### src/rtl/alu_seq_pkg.sv
// Shared opcode, instruction-field and state definitions for the ALU op sequencer.
package alu_seq_pkg;

    localparam logic [3:0] OP_ALUI0 = 4'b0000;
    localparam logic [3:0] OP_ALUI1 = 4'b0001;
    localparam logic [3:0] OP_ALUR0 = 4'b0010;
    localparam logic [3:0] OP_ALUR1 = 4'b0011;

    localparam int INSTR_W = 16;
    localparam int OPC_MSB = 15;
    localparam int OPC_LSB = 12;
    localparam int P1_MSB  = 11;
    localparam int P1_LSB  = 6;
    localparam int P2_MSB  = 5;
    localparam int P2_LSB  = 0;
    localparam int IDX_W   = 6;

    typedef enum logic [3:0] {
        IDLE,
        FETCH,
        LOAD_A,
        SRC_B,
        LOAD_B,
        LATCH,
        WRITE,
        DONE,
        ERR
    } state_t;

    function automatic logic is_imm_op(input logic [3:0] op);
        return (op == OP_ALUI0) || (op == OP_ALUI1);
    endfunction

    function automatic logic is_rr_op(input logic [3:0] op);
        return (op == OP_ALUR0) || (op == OP_ALUR1);
    endfunction

endpackage

### src/rtl/alu_op_sequencer_rx_index_decode.sv
// Register index to one-hot enable decoder; index 0 maps to the MSB.
module rx_index_decode #(
    parameter int NUM_REGS = 5
) (
    input  logic [5:0]          i_index,
    output logic [NUM_REGS-1:0] o_onehot,
    output logic                o_valid
);

    always_comb begin
        o_onehot = '0;
        o_valid  = (int'(i_index) < NUM_REGS);
        for (int i = 0; i < NUM_REGS; i++) begin
            if (int'(i_index) == i) begin
                o_onehot[NUM_REGS-1-i] = 1'b1;
            end
        end
    end

endmodule

### src/rtl/alu_op_sequencer.sv
// Sequences one ALU instruction per start pulse over the shared datapath bus,
// driving register/ALU/immediate tri-state enables as Moore outputs.
module alu_op_sequencer
    import alu_seq_pkg::*;
#(
    parameter int DATA_W   = 16,
    parameter int NUM_REGS = 5,
    parameter int IMM_W    = 6,
    parameter bit SIGN_EXT = 1'b1
) (
    input  logic                clk,
    input  logic                rst,
    input  logic                start,
    input  logic [15:0]         instruction,
    output logic                busy,
    output logic                done,
    output logic                illegal,
    output logic                pc_inc,
    output logic [NUM_REGS-1:0] rx_out,
    output logic [NUM_REGS-1:0] rx_in,
    output logic                alu_in0,
    output logic                alu_in1,
    output logic                alu_out_latch,
    output logic                alu_out_en,
    output logic                imm_en,
    output logic [DATA_W-1:0]   imm_out
);

    state_t                r_state;
    state_t                w_next;
    logic [INSTR_W-1:0]    r_instr;

    logic [INSTR_W-1:0]    w_dec_src;
    logic [3:0]            w_opcode;
    logic [IDX_W-1:0]      w_p1;
    logic [IDX_W-1:0]      w_p2;
    logic [NUM_REGS-1:0]   w_p1_oh;
    logic [NUM_REGS-1:0]   w_p2_oh;
    logic                  w_p1_ok;
    logic                  w_p2_ok;
    logic                  w_rr;
    logic                  w_legal;
    logic [IMM_W-1:0]      w_imm_raw;
    logic [DATA_W-1:0]     w_imm_ext;

    // In IDLE the live instruction is decoded for the legality check; afterwards only the captured copy.
    assign w_dec_src = (r_state == IDLE) ? instruction : r_instr;
    assign w_opcode  = w_dec_src[OPC_MSB:OPC_LSB];
    assign w_p1      = w_dec_src[P1_MSB:P1_LSB];
    assign w_p2      = w_dec_src[P2_MSB:P2_LSB];
    assign w_rr      = is_rr_op(w_opcode);
    assign w_legal   = (is_imm_op(w_opcode) && w_p1_ok) ||
                       (is_rr_op(w_opcode) && w_p1_ok && w_p2_ok);

    rx_index_decode #(.NUM_REGS(NUM_REGS)) u_dec_p1 (
        .i_index  (w_p1),
        .o_onehot (w_p1_oh),
        .o_valid  (w_p1_ok)
    );

    rx_index_decode #(.NUM_REGS(NUM_REGS)) u_dec_p2 (
        .i_index  (w_p2),
        .o_onehot (w_p2_oh),
        .o_valid  (w_p2_ok)
    );

    assign w_imm_raw = w_p2[IMM_W-1:0];

    generate
        if (SIGN_EXT) begin : g_sext
            assign w_imm_ext = DATA_W'(signed'(w_imm_raw));
        end else begin : g_zext
            assign w_imm_ext = DATA_W'(w_imm_raw);
        end
    endgenerate

    assign imm_out = imm_en ? w_imm_ext : '0;

    always_ff @(posedge clk or posedge rst) begin
        if (rst) begin
            r_state <= IDLE;
            r_instr <= '0;
        end else begin
            r_state <= w_next;
            if ((r_state == IDLE) && start) begin
                r_instr <= instruction;
            end
        end
    end

    always_comb begin
        w_next        = r_state;
        done          = 1'b0;
        illegal       = 1'b0;
        pc_inc        = 1'b0;
        rx_out        = '0;
        rx_in         = '0;
        alu_in0       = 1'b0;
        alu_in1       = 1'b0;
        alu_out_latch = 1'b0;
        alu_out_en    = 1'b0;
        imm_en        = 1'b0;
        busy          = (r_state != IDLE);

        case (r_state)
            IDLE: begin
                if (start) begin
                    w_next = w_legal ? FETCH : ERR;
                end
            end
            FETCH: begin
                pc_inc = 1'b1;
                rx_out = w_p1_oh;
                w_next = LOAD_A;
            end
            LOAD_A: begin
                rx_out  = w_p1_oh;
                alu_in0 = 1'b1;
                w_next  = SRC_B;
            end
            SRC_B: begin
                if (w_rr) rx_out = w_p2_oh;
                else      imm_en = 1'b1;
                w_next = LOAD_B;
            end
            LOAD_B: begin
                if (w_rr) rx_out = w_p2_oh;
                else      imm_en = 1'b1;
                alu_in1 = 1'b1;
                w_next  = LATCH;
            end
            LATCH: begin
                alu_out_latch = 1'b1;
                w_next        = WRITE;
            end
            WRITE: begin
                alu_out_en = 1'b1;
                rx_in      = w_p1_oh;
                w_next     = DONE;
            end
            DONE: begin
                done   = 1'b1;
                w_next = IDLE;
            end
            ERR: begin
                done    = 1'b1;
                illegal = 1'b1;
                pc_inc  = 1'b1;
                w_next  = IDLE;
            end
            default: begin
                w_next = IDLE;
            end
        endcase
    end

endmodule

### config.mk
export PLATFORM = sky130hd
export DESIGN_NAME = alu_op_sequencer
export DESIGN_NICKNAME = d
export VERILOG_FILES = /design/src/rtl/alu_seq_pkg.sv /design/src/rtl/alu_op_sequencer_rx_index_decode.sv /design/src/rtl/alu_op_sequencer.sv
export SDC_FILE = /design/constraint.sdc
export NUM_CORES = 1
export LEC_CHECK = 0
export ABC_AREA = 1
export BUFFER_PORTS_ARGS = -buffer_cell sky130_fd_sc_hd__buf_2
export CORE_MARGIN = 1.5
export CORE_UTILIZATION = 40
export DETAILED_ROUTE_END_ITERATION = 12
export PLACE_DENSITY = 0.7
export SLEW_MARGIN = 10
export SYNTH_ARGS = -nofsm -noshare
export SYNTH_HDL_FRONTEND = slang
export SYNTH_SLANG_ARGS = --single-unit
### constraint.sdc
create_clock -name clk -period 2.2 [get_ports clk]
set_input_delay 0.44 -clock clk [delete_from_list [all_inputs] [get_ports clk]]
set_output_delay 0.44 -clock clk [all_outputs]
set_load 0.05 [all_outputs]
==> impl_metrics.json, run 1 <==
{
  "place_ws_ns": -0.09954,
  "grt_overflow": 0,
  "critPathBufInv": 3,
  "fp.dieW_um": 63.47,
  "nNetsFinal": 306,
  "grt_pass1_vias": 1474,
  "synth.distinct_cells": 32,
  "synth-compound-area-share": 0.1266,
  "placed_area_mm2": 0.002103,
  "synth-adder-area-share": 0,
  "status": "complete, but fails checks",
  "synthCells": 206,
  "violations": "setup timing",
  "design.die.area_mm2": 0.004028,
  "synth_warnings": 0,
  "finalSetupViolations": 27,
  "top_usage_layer": "met2",
  "final_common_cell": "nand2_1",
  "rows": 21,
  "finalInstanceArea_mm2": 0.002659,
  "cpLargestDelayFamily": "simple AND/OR/NAND/NOR gates",
  "rsz0062_at_grt": "true",
  "initial_core_util": 0.4282,
  "placedCellCount": 319,
  "drt-wirelength-per-cell_um": 12.63,
  "n_antenna_cell": 0,
  "clock-sinks": 19,
  "path_max_fanout": 8,
  "setup_slack_ns": -0.3462,
  "die_h_um": 63.47,
  "startpoint_type": "register",
  "ys_seq_area_frac": 0.3251,
  "dp_hpwl_um": 2878,
  "met3_usage": 0.02679,
  "clock_latency_ns": 0.30,
  "required_ns": 1.76,
  "synthesis.area_mm2": 0.001463,
  "yosys.area.top_type": "dfrtp_1",
  "fmax_mhz": 392.7,
  "synth_xor_area_frac": 0,
  "cts_tree": "built",
  "synth_top_family_by_area": "simple AND/OR/NAND/NOR gates",
  "htreeDepth": 1,
  "synth.net_count": 225,
  "drive_above_1_share": 0.6294,
  "grt_use_met2": 0.3750,
  "use_met1": 0.2568,
  "max-cap-violations": 0,
  "numPortBuffers": 52,
  "ys_ff_latch": 19,
  "path_clk_slew_ns": 0.11,
  "grt_pass1_wl_um": 6575,
  "syn_avg_cell_area_um2": 7.100,
  "end_kind": "primary output",
  "synth_area_leaders": "dfrtp_1 33%, nand2_1 11%, inv_1 8.2%",
  "crit_arrival_ns": 2.11,
  "drt_iter0_drc": 66,
  "cts_hold_buf": 0,
  "firstDrtPassIters": 4,
  "antenna_found_initial": 0,
  "clockBufferDepth": 2,
  "root_buffer": "clkbuf_4",
  "drv_slew": 0,
  "grt_start_max_net_pins": 20,
  "synthDominantCellAreaShare": 0.3251,
  "drc": 0,
  "fin_crit_ns": 2.546,
  "boundaryPins": 54,
  "final.fill_count": 208,
  "crit_type": "register to primary output",
  "num_vias": 1595,
  "tightest_slew_ns": 0.7156,
  "slowest_stage": "dfrtp_2",
  "detail-route-antenna-nets": 0,
  "coreArea_mm2": 0.003416,
  "final_cell_mix": "31 x nand2_1, 27 x buf_6, 26 x buf_4",
  "crit_path_max_incr_delay_ns": 0.46,
  "syn_to_final_growth_pct": 81.78,
  "grt_use_total": 0.2083,
  "fin_crit_sh": 1.157,
  "cts_buffers": 3,
  "yosys-mux-area-fraction": 0.02310,
  "post-route-util": 0.7784,
  "skew_ns": 0.0006863,
  "timing.slew.headroom": 0.5224,
  "path_cells": "nor2_8 -> buf_8 -> nand3_1 -> nand2_2 -> inv_2 -> nor2_2 -> nand4_1 -> o22ai_2 -> buf_6",
  "gp_congestion": 0.7811,
  "hp-class": "primary input to async pin",
  "detail_route.vias_per_cell": 4.804,
  "finalNonFillerCells": 332,
  "routed_wl_um": 4194,
  "synth-simple-area-share": 0.3430,
  "hold_viol_final": 0
}
==> layout make-up <==
| type | count | area (µm²) | share of cell area |
|---|---|---|---|
| clock buffers | 4 | 26.28 | 0.009882 |
| inverters | 38 | 161.4 | 0.06071 |
| multi-input cells | 136 | 1090 | 0.4099 |
| flip-flops and latches | 19 | 479.2 | 0.1802 |
| well taps | 46 | 57.56 | 0.02165 |
| repair buffers | 89 | 844.6 | 0.3176 |
==> cells in the mapped netlist, drive strengths merged <==
master,n
nand2,54
inv,37
nor2,22
o21ai,21
dfrtp,19
buf,14
nand3,13
nor3,8
a21oi,5
mux2,3
nand4,3
clkbuf,1
clkinv,1
nor4,1
o21bai,1
o22ai,1
o31ai,1
or2,1
==> kinds of logic after synthesis <==
group,count (synthesis)
mux,3
compound gates,29
simple gates,102
flops,19
buf+inv,53
==> state kept, by name, indices dropped and copies added, names as in the netlist <==
name,flops
r_state,4
r_instr,15
==> per-layer routing <==
metal,share of wire,vias to the layer above
li1,-,801
met1,0.42,739
met2,0.53,49
met3,0.038,6
met4,0.012,0
met5,0,-
==> path summary, 6_finish.rpt <==
check / slack [ns] / depth (start not counted) / end / from
setup / recovery: -0.35 / 9 / rx_out[4] / r_state[3]
hold / removal: 0.24 / 2 / r_instr[5] / rst
max in group asynchronous: 1.47 / 2 / r_state[3] / rst
min in group clk: 0.38 / 2 / r_instr[14] / instruction[14]
setup reg to reg: 0.38 / 10 / r_state[0] / r_state[0]
hold reg to reg: 0.50 / 2 / r_instr[0] / r_instr[0]
==> stage by stage <==
| stage | hold WS, ns | TNS [ns] |
|---|---|---|
| 5_1_grt | 0.3009 | -9.157 |
| 4_1_cts | 0.2589 | -6.599 |
| 3_3_place_gp | 0.4691 | -0.2373 |
| 3_5_place_dp | 0.4742 | -0.3951 |
| 6_report | 0.2372 | -6.664 |
| 2_1_floorplan | 0.3910 | -2.434 |
==> repair_timing <==
action | in CTS | in global routing
setup buffers | 5 | 3
cloned | 1 | 1
resized for setup | 86 | 37
endpoints found under the hold margin | 0 | 0
pin swaps | 11 | 11
setup endpoints to repair | 30 | 32
Power of run 1 is not shown: default switching activity piles up to over one toggle a cycle in this logic, so the estimate is an artifact.
==> run 2: changes to the inputs <==
CAP_MARGIN = 0   (was not set)
SETUP_SLACK_MARGIN = 0.02   (was not set)
==> run 2 against run 1 <==
  * The run still ends with setup timing left
  * Cell count is the same
  * Critical path depth shrank 1
  * Sequential cell count is the same
  * Count of clock-buffer cells in the layout is the same
  * Clock skew grew 0.0081 ns
  * Sequential share of layout area grew 0.57 points
==> impl_metrics.json, run 2 (synthesis gave the netlist of run 1 again) <==
{
  "status": "complete, but fails checks",
  "violations": "setup timing",
  "finalNonFillerCells": 332,
  "fin_crit_sh": 1.153,
  "startpoint": "r_state[0]",
  "drc": 0,
  "final_common_cell": "buf_6",
  "largest_reg_flops": 15,
  "detail-route-antenna-nets": 0,
  "design.die.area_mm2": 0.004028,
  "firstDrtPassIters": 4,
  "hp-class": "primary input to async pin",
  "fmax_mhz": 394.2,
  "final_cell_mix": "33 x buf_6, 31 x nand2_1, 31 x buf_4",
  "grt_pass1_vias": 1437,
  "grt_start_max_net_pins": 20,
  "drt_iter0_drc": 60,
  "drv_slew": 0,
  "rsz0062_at_grt": "true",
  "placedCellCount": 318,
  "dp_hpwl_um": 2788,
  "clockBufferDepth": 2,
  "ff2ff_path_depth": 9,
  "crit_arrival_ns": 2.10,
  "setup_slack_ns": -0.3368,
  "required_ns": 1.76,
  "grt_pass1_wl_um": 6679,
  "detail_route.vias_per_cell": 4.711,
  "coreArea_mm2": 0.003416,
  "drt-wirelength-per-cell_um": 12.38,
  "max-cap-violations": 0,
  "grt_overflow": 0,
  "placed_area_mm2": 0.002096,
  "tightest_slew_ns": 0.7110,
  "antenna_found_initial": 0,
  "fin_crit_ns": 2.537,
  "htreeDepth": 1,
  "nNetsFinal": 306,
  "regMostFlops": "r_instr",
  "startpoint_type": "register",
  "finalSetupViolations": 29,
  "crit_type": "register to primary output",
  "routed_wl_um": 4110,
  "cts_buffers": 3,
  "drive_above_1_share": 0.6224,
  "end_kind": "primary output",
  "syn_to_final_growth_pct": 76.22,
  "path_max_fanout": 8,
  "boundaryPins": 54,
  "initial_core_util": 0.4282,
  "cts_hold_buf": 0,
  "die_h_um": 63.47,
  "gp_congestion": 0.7639,
  "reg_top3": "r_instr x15, r_state x4",
  "num_vias": 1564,
  "finalInstanceArea_mm2": 0.002577,
  "clock-sinks": 19,
  "r2r_start": "r_state[0]",
  "grt_use_total": 0.2107,
  "setup_tns_ns": -7.083,
  "hold_viol_final": 0,
  "clock_latency_ns": 0.30,
  "cts_tree": "built",
  "final.fill_count": 237,
  "rows": 21,
  "root_buffer": "clkbuf_4",
  "fp.dieW_um": 63.47,
  "timing.slew.headroom": 0.5255,
  "numPortBuffers": 52,
  "skew_ns": 0.008795,
  "path_clk_slew_ns": 0.11,
  "n_antenna_cell": 0
}
-- run 2: final timing paths --
kind	end	slack, ns
max in group asynchronous	r_state[0]	1.48
hold reg to reg	r_instr[10]	0.50
setup reg to reg	r_state[0]	0.41
setup / recovery	imm_out[7]	-0.34
hold / removal	r_instr[5]	0.23
min in group clk	r_instr[14]	0.38
-- run 2: through the flow --
step	util	setup WS, ns	hold WS [ns]
finish	0.7546	-0.3368	0.2289
global route	0.7546	-0.4449	0.2912
CTS	0.7165	-0.3213	0.2598
detailed placement	0.6136	-0.07046	0.4732
global placement	0.6136	-0.05106	0.4675
floorplan	-	-0.1636	0.3910
-- run 2: repair_timing --
action                     CTS  global route
setup endpoints to repair   30            33
gates cloned                 1             0
setup buffers                3             6
pin swaps                   16             9
resized for setup           88            26
-- run 2: worst max-delay path: stages (launching register included) --
cell	delay, ns
dfrtp_2	0.45
nor2_4	0.19
buf_6	0.17
inv_1	0.08
o21ai_4	0.16
buf_4	0.14
nand2_4	0.12
nor2_4	0.27
buf_6	0.20
-- run 2: cell type report --
| class | count | area, µm² | share of cell area |
|---|---|---|---|
| Multi-Input combinational cell | 135 | 1046 | 0.4058 |
| Timing Repair Buffer | 90 | 809.5 | 0.3141 |
| Sequential cell | 19 | 479.2 | 0.1859 |
| Inverter | 38 | 158.9 | 0.06165 |
| Tap cell | 46 | 57.56 | 0.02233 |
| Clock buffer | 4 | 26.28 | 0.01019 |
-- run 2: routing by layer --
metal  GRT usage  vias to the layer above  wire [µm]
met5           0                        -          0
met2      0.3697                       55       2141
met4     0.07337                        0         73
met3     0.02143                        8        140
li1            -                      804          -
met1      0.2681                      697       1755
Power of run 2 is left out for the same reason.
